==> config.mk <==
export PLATFORM = sky130hd
export DESIGN_NAME = player_move_ctrl
export DESIGN_NICKNAME = d
export VERILOG_FILES = /design/src/rtl/chess_pkg.sv /design/src/rtl/player_move_ctrl_turn_timer.sv /design/src/rtl/player_move_ctrl.sv
export SDC_FILE = /design/constraint.sdc
export NUM_CORES = 1
export LEC_CHECK = 0
export ABC_CLOCK_PERIOD_IN_PS = 3700
export CAP_MARGIN = 20
export CORE_ASPECT_RATIO = 0.5
export CORE_MARGIN = 1
export CORE_UTILIZATION = 48
export DETAILED_ROUTE_END_ITERATION = 10
export DONT_BUFFER_PORTS = 1
export PLACE_DENSITY = 0.69
export SLEW_MARGIN = 15
export SYNTH_ARGS = -nofsm -noshare
export SYNTH_HDL_FRONTEND = slang
export SYNTH_HIERARCHICAL = 1
export SYNTH_SLANG_ARGS = --single-unit
==> constraint.sdc <==
create_clock -name clk -period 3.7 [get_ports clk]
set_clock_uncertainty 0.15 [all_clocks]
set_input_delay 0.925 -clock clk [delete_from_list [all_inputs] [get_ports clk]]
set_output_delay 0.925 -clock clk [all_outputs]
set_load 0.01 [all_outputs]
==> src/rtl/chess_pkg.sv <==
// Shared types and defaults for the player move controller.
package chess_pkg;

  localparam int BOARD_SQ_DEFAULT = 64;
  localparam int PIECE_W_DEFAULT  = 3;

  typedef enum logic [2:0] {
    IDLE,
    SEL_SRC,
    GEN,
    SEL_DST,
    COMMIT
  } move_state_e;

  typedef enum logic [1:0] {
    ERR_NOT_OWN  = 2'd0,
    ERR_NO_MOVES = 2'd1,
    ERR_ILLEGAL  = 2'd2,
    ERR_TIMEOUT  = 2'd3
  } err_e;

endpackage

==> src/rtl/player_move_ctrl_turn_timer.sv <==
// Idle-cycle counter for the turn forfeit feature (only built when MOVE_TIMEOUT_EN is defined).
// expired is asserted in the cycle where the count sits at TIMEOUT_CYC-1 with no clear pending.
module turn_timer #(
  parameter int TIMEOUT_CYC = 1000
) (
  input  logic clk,
  input  logic rst,
  input  logic clr,
  input  logic en,
  output logic expired
);

  localparam int CNT_W = (TIMEOUT_CYC > 1) ? $clog2(TIMEOUT_CYC) : 1;
  localparam logic [CNT_W-1:0] LAST = CNT_W'(TIMEOUT_CYC - 1);

  logic [CNT_W-1:0] cnt_q;
  logic [CNT_W-1:0] cnt_d;

  // Next count: clear wins, otherwise advance while enabled and hold when halted.
  always_comb begin
    // NOTE: every always_comb output gets a default first so no path can infer a latch.
    cnt_d = cnt_q;
    if (clr) begin
      cnt_d = '0;
    end else if (en) begin
      cnt_d = (cnt_q == LAST) ? '0 : cnt_q + 1'b1;
    end
  end

  // Count register with synchronous reset.
  always_ff @(posedge clk) begin
    // NOTE: non-blocking assignments so every flop samples pre-edge values.
    if (rst) cnt_q <= '0;
    else     cnt_q <= cnt_d;
  end

  assign expired = en && !clr && (cnt_q == LAST);

endmodule

==> src/rtl/player_move_ctrl.sv <==
// Two-step player move controller: source select -> legal-move fetch ->
// destination select -> board commit over valid/ready.
// Optional turn forfeit on inactivity: define MOVE_TIMEOUT_EN.
module player_move_ctrl
  import chess_pkg::*;
#(
  parameter int BOARD_SQ    = BOARD_SQ_DEFAULT,
  parameter int POS_W       = $clog2(BOARD_SQ),
  parameter int PIECE_W     = PIECE_W_DEFAULT,
  parameter int TIMEOUT_CYC = 1000
) (
  input  logic                clk,
  input  logic                rst,
  input  logic                turn_start,
  input  logic [BOARD_SQ-1:0] own_mask,
  input  logic [POS_W-1:0]    selected_position,
  input  logic [PIECE_W-1:0]  piece_code,
  input  logic                confirm_move,
  input  logic                cancel,
  output logic                gen_req,
  output logic [POS_W-1:0]    gen_src,
  input  logic                gen_done,
  input  logic [BOARD_SQ-1:0] valid_moves,
  output logic                upd_valid,
  input  logic                upd_ready,
  output logic [POS_W-1:0]    upd_from,
  output logic [POS_W-1:0]    upd_to,
  output logic [PIECE_W-1:0]  upd_piece,
  output logic                error_message,
  output logic [1:0]          error_code,
  output logic                turn_done,
  output logic                busy
);

  // Parameter sanity checks, resolved at elaboration.
  if (BOARD_SQ < 2) begin : g_bad_board_sq
    $error("player_move_ctrl: BOARD_SQ must be at least 2");
  end
  if (TIMEOUT_CYC < 1) begin : g_bad_timeout
    $error("player_move_ctrl: TIMEOUT_CYC must be at least 1");
  end

  move_state_e          state_q, state_d;
  logic [POS_W-1:0]     src_q, src_d;
  logic [PIECE_W-1:0]   piece_q, piece_d;
  logic [BOARD_SQ-1:0]  mask_q, mask_d;
  logic [POS_W-1:0]     to_q, to_d;
  logic                 gen_req_q, gen_req_d;
  logic                 upd_valid_q, upd_valid_d;
  logic                 err_q, err_d;
  err_e                 code_q, code_d;
  logic                 turn_done_q, turn_done_d;
  logic                 busy_q, busy_d;

  // Square lookups; squares past the end of the board never match.
  logic pos_in_range, own_hit, dst_hit, is_src;
  assign pos_in_range = int'(selected_position) < BOARD_SQ;
  assign own_hit      = pos_in_range && own_mask[selected_position];
  assign dst_hit      = pos_in_range && mask_q[selected_position];
  assign is_src       = (selected_position == src_q);

  logic timeout;

`ifdef MOVE_TIMEOUT_EN
  logic timer_en, timer_clr;

  // Count only while the player owes an input; entry to SEL_SRC restarts it.
  assign timer_en  = (state_q == SEL_SRC) || (state_q == GEN) || (state_q == SEL_DST);
  assign timer_clr = confirm_move || cancel
                   || ((state_q == IDLE) && turn_start)
                   || ((state_q == GEN) && gen_done && (valid_moves == '0));

  turn_timer #(
    .TIMEOUT_CYC(TIMEOUT_CYC)
  ) u_turn_timer (
    .clk    (clk),
    .rst    (rst),
    .clr    (timer_clr),
    .en     (timer_en),
    .expired(timeout)
  );
`else
  assign timeout = 1'b0;
`endif

  // Next-state and registered-output decode.
  always_comb begin
    state_d     = state_q;
    src_d       = src_q;
    piece_d     = piece_q;
    mask_d      = mask_q;
    to_d        = to_q;
    upd_valid_d = upd_valid_q;
    code_d      = code_q;
    gen_req_d   = 1'b0;
    err_d       = 1'b0;
    turn_done_d = 1'b0;

    if (timeout) begin
      // Forfeit: end the turn with no board update.
      state_d     = IDLE;
      err_d       = 1'b1;
      code_d      = ERR_TIMEOUT;
      turn_done_d = 1'b1;
    end else begin
      case (state_q)
        IDLE: begin
          if (turn_start) state_d = SEL_SRC;
        end
        SEL_SRC: begin
          if (confirm_move) begin
            if (own_hit) begin
              src_d     = selected_position;
              piece_d   = piece_code;
              gen_req_d = 1'b1;
              state_d   = GEN;
            end else begin
              err_d  = 1'b1;
              code_d = ERR_NOT_OWN;
            end
          end
        end
        GEN: begin
          if (gen_done) begin
            if (valid_moves == '0) begin
              err_d   = 1'b1;
              code_d  = ERR_NO_MOVES;
              state_d = SEL_SRC;
            end else begin
              mask_d  = valid_moves;
              state_d = SEL_DST;
            end
          end
        end
        SEL_DST: begin
          if (cancel) begin
            state_d = SEL_SRC;
          end else if (confirm_move) begin
            if (is_src) begin
              state_d = SEL_SRC;
            end else if (dst_hit) begin
              to_d        = selected_position;
              upd_valid_d = 1'b1;
              state_d     = COMMIT;
            end else begin
              err_d  = 1'b1;
              code_d = ERR_ILLEGAL;
            end
          end
        end
        COMMIT: begin
          if (upd_valid_q && upd_ready) begin
            upd_valid_d = 1'b0;
            turn_done_d = 1'b1;
            state_d     = IDLE;
          end
        end
        default: begin
          state_d = IDLE;
        end
      endcase
    end

    busy_d = (state_d != IDLE);
  end

  // State and output registers, synchronous active-high reset.
  always_ff @(posedge clk) begin
    if (rst) begin
      state_q     <= IDLE;
      src_q       <= '0;
      piece_q     <= '0;
      // NOTE: the latched legal-move mask is reset too, so no stale legality survives a restart.
      mask_q      <= '0;
      to_q        <= '0;
      gen_req_q   <= 1'b0;
      upd_valid_q <= 1'b0;
      err_q       <= 1'b0;
      code_q      <= ERR_NOT_OWN;
      turn_done_q <= 1'b0;
      busy_q      <= 1'b0;
    end else begin
      state_q     <= state_d;
      src_q       <= src_d;
      piece_q     <= piece_d;
      mask_q      <= mask_d;
      to_q        <= to_d;
      gen_req_q   <= gen_req_d;
      upd_valid_q <= upd_valid_d;
      err_q       <= err_d;
      code_q      <= code_d;
      turn_done_q <= turn_done_d;
      busy_q      <= busy_d;
    end
  end

  assign gen_req       = gen_req_q;
  assign gen_src       = src_q;
  assign upd_valid     = upd_valid_q;
  assign upd_from      = src_q;
  assign upd_to        = to_q;
  assign upd_piece     = piece_q;
  assign error_message = err_q;
  assign error_code    = code_q;
  assign turn_done     = turn_done_q;
  assign busy          = busy_q;

endmodule
### Yosys cells after proc, flatten, opt, wreduce, memory -nomap -nowiden

Index checks and enable logic that the tools add are counted.

| word-level totals | value |
|---|---|
| bits in registers | 89 |
| output and inout bits | 28 |

| cells by class | value |
|---|---|
| magnitude comparators | 1 |
| eq/ne operators | 15 |
| mux-type cells | 41 |
| bitwise operators | 6 |
| reduce and logical (&&, ||, !) cells | 13 |

Operators by type and width:

| operator | count |
|---|---|
| $logic_not 64->1 | 1 |
| $mux 3 | 9 |
| $ne 2x2->1 const B | 10 |
| $mux 2 | 9 |
| $mux 1 | 17 |
| $pmux 3 s5 | 1 |
| $bmux 1 s6 | 2 |
| $reduce_and 9->1 | 1 |
| $lt 6x7->1 const B | 1 |
| $eq 3x2->1 const B | 2 |
| $eq 6x6->1 | 1 |
| $not 1->1 | 6 |
| $pmux 2 s3 | 1 |
| $reduce_and 3->1 | 2 |
| $reduce_and 6->1 | 1 |
| $reduce_bool 3->1 | 2 |
| $reduce_and 5->1 | 1 |
| $eq 3x1->1 const B | 1 |
| $eq 3x3->1 const B | 1 |
| $logic_not 3->1 | 1 |
| $pmux 1 s3 | 1 |
| $reduce_or 3->1 | 1 |
| $pmux 1 s2 | 1 |
| $reduce_bool 2->1 | 1 |
| other kinds (2) | 2 |

### Logic depth before layout (Yosys ltp)

Gate-level depths: netlist of run 1.

| logic depth | value |
|---|---|
| depth in word-level cells | 8 |
| depth in mapped cells | 11 |
| gate-level depth less buffers | 7 |

### Worst setup path before layout of run 1

OpenSTA, ideal clock, no wires.

| path | value |
|---|---|
| path type | input to register |
| start point | in selected_position[0] |
| end point | reg busy_q (netlist: busy) |
| setup time | 0.129 ns |
| arrival | 2.871 ns |
| required time | 3.421 ns |
| setup slack | 0.549 ns |
| stages | 10 |
| buffers on the path | 3 |
| path through | buf_6 buf_12 mux4_1 mux2_2 o22ai_2 nor2_2 o21a_1 buf_6 nor4b_4 o32ai_1 |

| between the ends | value |
|---|---|
| longest elaborated chain between the ends | 8 |

Ends and longest elaborated chain:

| what | line | text |
|---|---|---|
| start: declaration | player_move_ctrl.sv:16 | `input logic [POS_W-1:0] selected_position,` |
| $bmux 1 s6 | player_move_ctrl.sv:59 | `assign dst_hit = pos_in_range && mask_q[selected_position];` |
| $mux 1 (implied by the code) | player_move_ctrl.sv:59 |  |
| $mux 3 | player_move_ctrl.sv:141 | `end else if (dst_hit) begin` |
| $mux 3 | player_move_ctrl.sv:139 | `if (is_src) begin` |
| $mux 3 | player_move_ctrl.sv:138 | `end else if (confirm_move) begin` |
| $mux 3 | player_move_ctrl.sv:136 | `if (cancel) begin` |
| $pmux 3 s5 (*) | player_move_ctrl.sv:106 | `case (state_q)` |
| $reduce_bool 3->1 (*) | player_move_ctrl.sv:164 | `busy_d = (state_d != IDLE);` |
| end signal: assignment | player_move_ctrl.sv:193 | `busy_q <= busy_d;` |
| end: declaration | player_move_ctrl.sv:53 | `logic busy_q, busy_d;` |

Every way passes the cells marked *; elsewhere a longest branch is shown, timed or not. The select of a mux whose other input is x is not followed.
A chain may end at the register's enable or synchronous reset.

### Final worst setup path of run 1

| path | value |
|---|---|
| start point | in valid_moves[40] |
| end point | reg code_q[1] (netlist: error_code[1]) |

| between the ends | value |
|---|---|
| longest elaborated chain between the ends | 3 |

Ends and longest elaborated chain:

| what | line | text |
|---|---|---|
| start: declaration | player_move_ctrl.sv:23 | `input logic [BOARD_SQ-1:0] valid_moves,` |
| $logic_not 64->1 | player_move_ctrl.sv:125 | `if (valid_moves == '0) begin` |
| $ne 2x2->1 (no source line) | -- |  |
| $reduce_and 9->1 (no source line) | -- |  |
| end signal: assignment | player_move_ctrl.sv:191 | `code_q <= code_d;` |
| end: declaration | player_move_ctrl.sv:51 | `err_e code_q, code_d;` |

Every way passes these cells.

==> flow_summary.json, run 1 <==
{
  "status": "finished clean",
  "crit_path_max_incr_delay_ns": 0.46,
  "required_ns": 3.78,
  "rsz0062_at_grt": "no",
  "antenna_cells": 0,
  "wl_met3_um": 790,
  "path_cells": "nor4_1 > nand4_1 > nor4_1 > buf_4 > nand2_1 > o32ai_1 > o311ai_2 > a2111oi_2",
  "timing.slew.headroom": 0.609,
  "mappedNetlistArea_mm2": 0.00490,
  "cap_violations": 0,
  "num_io_pins": 172,
  "combPwrFrac": 0.091,
  "async_flop_share": 0,
  "place.gp.congestion": 0.881,
  "arrival_ns": 2.99,
  "grt_use_total": 0.220,
  "die_w_um": 145,
  "drt_pre_antenna_iters": 4,
  "fillCellCount": 896,
  "clk_pin_slew_ns": 0.06,
  "fmax_mhz": 344,
  "finalMaxSlewViolations": 0,
  "die_h_um": 73.5,
  "p_int_mw": 1.54,
  "ir_drop_mv": 0.236,
  "fp.coreArea_mm2": 0.00967,
  "r2r_slack_ns": 1.11,
  "netlist.area_leader.share": 0.363,
  "initial_utilization": 0.507,
  "synth_edf_count": 0,
  "wl_met1_mm": 5.40,
  "power.clock.fraction": 0.413,
  "clock_latency_ns": 0.34,
  "cp-end-kind": "register",
  "syn_inst": 469,
  "finalHoldWorstSlack_ns": 0.339,
  "hold_buffers": 0,
  "yosys.area.top_type": "dfxtp_1",
  "powerDensity_mw_per_mm2": 397,
  "cp-start-kind": "input pin",
  "seq_area_frac_synth": 0.363,
  "critPathKind": "input pin to register",
  "drc": 0,
  "first_global_vias": 3297,
  "grt_start_max_net_pins": 89,
  "overflow": 0,
  "wl_mm": 11.6,
  "finalCritPeriodShare": 0.785,
  "switching_power_uw": 482,
  "pwr-share-seq": 0.496,
  "clockBufferDepth": 2,
  "cts.sinks": 89,
  "viasPerCell": 5.92,
  "postSynthAreaPerCell_um2": 10.5,
  "ys_ff_latch": 89,
  "cts_setup_buffers": 0,
  "cts_root_buffer": "clkbuf_16",
  "setup_viol_count_final": 0,
  "vias": 3455,
  "power_leakage_nw": 1.77,
  "drive_gt1_frac": 0.136,
  "path_delay_family": "simple AND/OR/NAND/NOR gates",
  "fin_nets": 589,
  "fp.dieArea_mm2": 0.0106,
  "worst_path_max_delay_cell": "nor4_1",
  "worstMarginPinSlew_ns": 0.587,
  "synth_ff_type": "dfxtp_1",
  "setup_tns_ns": 0,
  "synth.net_count": 613,
  "crit_path_frequent_cell": "nor4_1",
  "ys_top_cells_by_area": "dfxtp_1 36%, mux2i_1 18%, mux4_2 6.9%",
  "area_delta_synth_final_pct": 3.83,
  "portBuffers": 0,
  "grt_first_pass_wirelength_mm": 17.9,
  "crit_buf_inv": 1,
  "period_needed_ns": 2.90,
  "tritoncts": "built",
  "ant_nets": 0,
  "sw_frac_of_total": 0.239,
  "fp-row-count": 25,
  "dr_wl_met2_mm": 5.23,
  "cts-resized-gates": 0,
  "hp-class": "register to register",
  "dpl.hpwl_mm": 8.37,
  "final_hold_viol_count": 0,
  "yosys_warnings": 6,
  "top_layer": "met4",
  "ys_types": 57,
  "cp_max_fo": 3,
  "htreeDepth": 3,
  "routedWlPerCell_um": 19.8,
  "numCtsBuffers": 9,
  "antenna_found_initial": 0,
  "drt_iter0_drc": 244
}
-- worst min-delay path: cells and delay by family (launching register included) --
kind             cells  cell delay (ns)
muxes                1             0.06
DFF                  1             0.32
and+or+nand+nor      1             0.07
-- final cells by class --
class | instances | area, um2 | area share
multi-input combinational | 334 | 2800 | 0.550
sequential | 89 | 1780 | 0.350
tap | 135 | 169 | 0.0332
timing repair buffer | 4 | 42.5 | 0.00836
inverter | 7 | 26.3 | 0.00516
clock inverter | 6 | 43.8 | 0.00860
clock buffer | 9 | 225 | 0.0442
-- kinds of logic after synthesis --
group,share of synthesized area
AOI/OAI and AO/OA,0.0743
and+or+nand+nor,0.161
buffers and inverters,0.0664
xor gates and xnor gates,0.0107
muxes,0.324
DFF,0.363
-- cells in the final DEF, fill, tap and decap left out, drive strengths merged, types with 2 or more instances in the layout --
| master | count |
|---|---|
| clkbuf | 9 |
| nand2 | 21 |
| o32ai | 2 |
| dfxtp | 89 |
| a21oi | 11 |
| nor3 | 7 |
| mux4 | 24 |
| nor3b | 2 |
| o221ai | 3 |
| nor4b | 2 |
| nand2b | 2 |
| inv | 9 |
| a31oi | 3 |
| xor2 | 6 |
| a41oi | 2 |
| nand3 | 12 |
| nor4 | 17 |
| nor2 | 85 |
| o22ai | 4 |
| clkinv | 4 |
| nor2b | 2 |
| mux2 | 12 |
| a22oi | 5 |
| or2b | 2 |
| nand4 | 5 |
| buf | 4 |
| nand4bb | 2 |
| o21bai | 2 |
| mux2i | 88 |
-- power groups by stage --
stage                     sequential (mW)  combinational (mW)  clock [mW]
after floorplan                      1.01               0.211           0
after global placement               1.02               0.182           0
after detailed placement             1.02               0.184           0
after CTS                            1.00               0.185       0.859
after global routing                 1.00               0.201       0.903
final                                1.00               0.184       0.834
-- cells in the mapped netlist, drive strengths merged, types with 2 or more instances --
library cell  instances
a21oi                11
o32ai                 2
xor2                  6
nor4b                 2
nor2b                 2
o221ai                3
clkbuf               11
nand2b                2
mux2                 12
nor2                 85
o21bai                2
nor3b                 2
o22ai                 4
nand4bb               2
a22oi                 5
inv                   7
nor4                 17
nand2                21
buf                  27
or2b                  2
nand3                12
a41oi                 2
a31oi                 3
mux2i                88
nor3                  7
nand4                 5
dfxtp                89
mux4                 24
-- registers in the layout (all words and copies together), names as in the netlist, 2 cells and up --
| register | cells |
|---|---|
| state_q | 3 |
| error_code | 2 |
| upd_to | 6 |
| upd_piece | 3 |
| mask_q | 64 |
| gen_src | 6 |
-- metal layers --
layer | GRT usage | vias to the layer above
met5 | 0 | -
li1 | - | 1667
met3 | 0.0683 | 10
met4 | 0.0615 | 0
met2 | 0.346 | 105
met1 | 0.296 | 1673
-- stage by stage --
step	std cells	total power, mW	utilization	worst slack, ns	area (um2)
CTS	584	2.05	0.527	0.822	5090
floorplan	469	1.23	-	0.549	4900
global route	584	2.11	0.527	0.656	5090
detailed placement	569	1.21	0.499	0.477	4820
global placement	569	1.21	0.499	0.475	4820
finish	584	2.02	0.527	0.797	5090
-- worst paths after layout --
kind                           startpoint                         end  cells past startpoint
hold / removal     mask_q[1]$_SDFFE_PP0P_      mask_q[1]$_SDFFE_PP0P_                      2
setup reg to reg  mask_q[39]$_SDFFE_PP0P_             busy$_SDFF_PP0_                      7
hold reg to reg    mask_q[1]$_SDFFE_PP0P_      mask_q[1]$_SDFFE_PP0P_                      2
setup / recovery          valid_moves[40]  error_code[1]$_SDFFE_PP0P_                      8
Note: power is estimated with default switching activity, not from simulation.
==> run 2: changes to the inputs <==
--- a/config.mk
+++ b/config.mk
@@ -5,7 +5,7 @@
 export SDC_FILE = /design/constraint.sdc
 export NUM_CORES = 1
 export LEC_CHECK = 0
-export ABC_CLOCK_PERIOD_IN_PS = 3700
+export ABC_CLOCK_PERIOD_IN_PS = 2800
 export CAP_MARGIN = 20
 export CORE_ASPECT_RATIO = 0.5
 export CORE_MARGIN = 1
==> constraint.sdc (replaced) <==
create_clock -name clk -period 2.8 [get_ports clk]
set_clock_uncertainty 0.15 [all_clocks]
set_input_delay 0.7 -clock clk [delete_from_list [all_inputs] [get_ports clk]]
set_output_delay 0.7 -clock clk [all_outputs]
set_load 0.01 [all_outputs]
==> flow_summary.json, run 2 (synthesis gave the netlist of run 1 again) <==
{
  "ant_nets": 0,
  "antenna_cells": 0,
  "cts_root_buffer": "clkbuf_16",
  "fin_area_mm2": 0.00526,
  "crit_buf_inv": 1,
  "viasPerCell": 5.88,
  "finalMaxSlewViolations": 0,
  "htreeDepth": 3,
  "path_delay_family": "simple AND/OR/NAND/NOR gates",
  "r2r-end": "upd_to[4]$_SDFFE_PP0P_",
  "fp-row-count": 25,
  "tritoncts": "built",
  "crit_path_frequent_cell": "nor4_1",
  "drt_pre_antenna_iters": 5,
  "clk_pin_slew_ns": 0.06,
  "hold_buffers": 0,
  "cp-start-kind": "input pin",
  "r2r_slack_ns": 0.42,
  "mostFrequentLayoutCells": "89 x dfxtp_1, 88 x mux2i_1, 83 x nor2_1, 21 x nand2_1, 17 x mux4_2",
  "r2r_cells": 8,
  "grt_first_pass_wirelength_mm": 18.1,
  "antenna_found_initial": 0,
  "cp-end-kind": "register",
  "drive_gt1_frac": 0.172,
  "power_leakage_nw": 1.84,
  "arrival_ns": 2.76,
  "ir_drop_mv": 0.301,
  "hp-class": "input pin to register",
  "dpl.hpwl_mm": 8.63,
  "die_h_um": 73.5,
  "finalNonFillerCells": 595,
  "crit_end": "error_code[1]$_SDFFE_PP0P_",
  "overflow": 0,
  "crit_path_max_incr_delay_ns": 0.59,
  "cts.sinks": 89,
  "die_w_um": 145,
  "cp_max_fo": 2,
  "timing.slew.headroom": 0.481,
  "fp.dieArea_mm2": 0.0106,
  "top_register": "mask_q",
  "worst_path_max_delay_cell": "nor4_1",
  "period_needed_ns": 2.67,
  "cap_violations": 0,
  "num_io_pins": 172,
  "drc": 0,
  "portBuffers": 0,
  "fin_nets": 599,
  "cp.depth": 8,
  "path_cells": "nor4_1 > nand4_1 > nor4_1 > buf_4 > nand2_1 > o32ai_2 > o311ai_2 > a2111oi_2",
  "setup_viol_count_final": 0,
  "grt_use_total": 0.223,
  "status": "finished clean",
  "routedWlPerCell_um": 19.6,
  "clock_latency_ns": 0.34,
  "worstMarginPinSlew_ns": 0.776,
  "drt_iter0_drc": 204,
  "rsz0062_at_grt": "no",
  "fmax_mhz": 375,
  "largest_reg_flops": 64,
  "reg2reg_from": "mask_q[39]$_SDFFE_PP0P_",
  "numCtsBuffers": 9,
  "fp.coreArea_mm2": 0.00967,
  "vias": 3501,
  "clockBufferDepth": 2,
  "wl_mm": 11.7,
  "finalCritPeriodShare": 0.953,
  "cp-startpoint": "valid_moves[33]",
  "initial_utilization": 0.507,
  "final_hold_viol_count": 0,
  "critPathKind": "input pin to register",
  "first_global_vias": 3341,
  "area_delta_synth_final_pct": 7.38,
  "required_ns": 2.89,
  "powerDensity_mw_per_mm2": 534,
  "place.gp.congestion": 0.814,
  "placed_area_mm2": 0.00494,
  "placed_cells": 579,
  "final_common_cell": "dfxtp_1",
  "grt_start_max_net_pins": 89
}
-- run 2: report_power, final --
group          total, mW  switching, mW  leakage, nW  internal [mW]
clock network       1.22          0.522        0.148          0.701
registers           1.32         0.0290        0.719           1.29
logic              0.264          0.115        0.971          0.149
total               2.81          0.666         1.84           2.14
-- run 2: timing repair --
action                                  CTS  global route
endpoints found under the setup margin    0             1
setup buffers                             0             0
resized for setup                         0             3
-- run 2: how the worst min path moves through the flow --
stage	from	slack (ns)	to	cells past startpoint
3_3_place_gp	mask_q[29]$_SDFFE_PP0P_	0.31	mask_q[29]$_SDFFE_PP0P_	2
5_1_grt	rst	0.26	mask_q[23]$_SDFFE_PP0P_	1
6_report	rst	0.28	mask_q[9]$_SDFFE_PP0P_	1
4_1_cts	rst	0.27	upd_to[0]$_SDFFE_PP0P_	1
3_5_place_dp	mask_q[48]$_SDFFE_PP0P_	0.33	mask_q[48]$_SDFFE_PP0P_	2
2_1_floorplan	mask_q[1]$_SDFFE_PP0P_	0.30	mask_q[1]$_SDFFE_PP0P_	2
-- run 2: layout make-up --
| type | count | area [um2] |
|---|---|---|
| fill | 842 | 4400 |
| multi-input combinational | 334 | 2840 |
| sequential | 89 | 1780 |
| clock buffer | 9 | 225 |
| tap | 135 | 169 |
| timing repair buffer | 14 | 143 |
| clock inverter | 7 | 76.3 |
| inverter | 7 | 26.3 |
-- run 2: per-layer routing --
metal | global-route usage | part of all wire | vias up | wire length (um)
met4 | 0.0532 | 0.0088 | 0 | 103
met2 | 0.350 | 0.45 | 103 | 5300
met1 | 0.298 | 0.47 | 1700 | 5490
met5 | 0 | 0 | - | 0
met3 | 0.0745 | 0.065 | 9 | 763
li1 | - | - | 1689 | -
-- run 2: stage by stage --
| stage | setup WS, ns | hold WS [ns] | utilization | setup TNS [ns] | power (mW) |
|---|---|---|---|---|---|
| after global placement | -0.359 | 0.313 | 0.511 | -2.61 | 1.61 |
| after global routing | 0.0120 | 0.265 | 0.545 | 0 | 2.93 |
| after detailed placement | -0.355 | 0.327 | 0.511 | -3.28 | 1.61 |
| after CTS | 0.00563 | 0.266 | 0.543 | 0 | 2.84 |
| after floorplan | -0.0671 | 0.301 | - | -0.0671 | 1.63 |
| final | 0.130 | 0.277 | 0.545 | 0 | 2.81 |
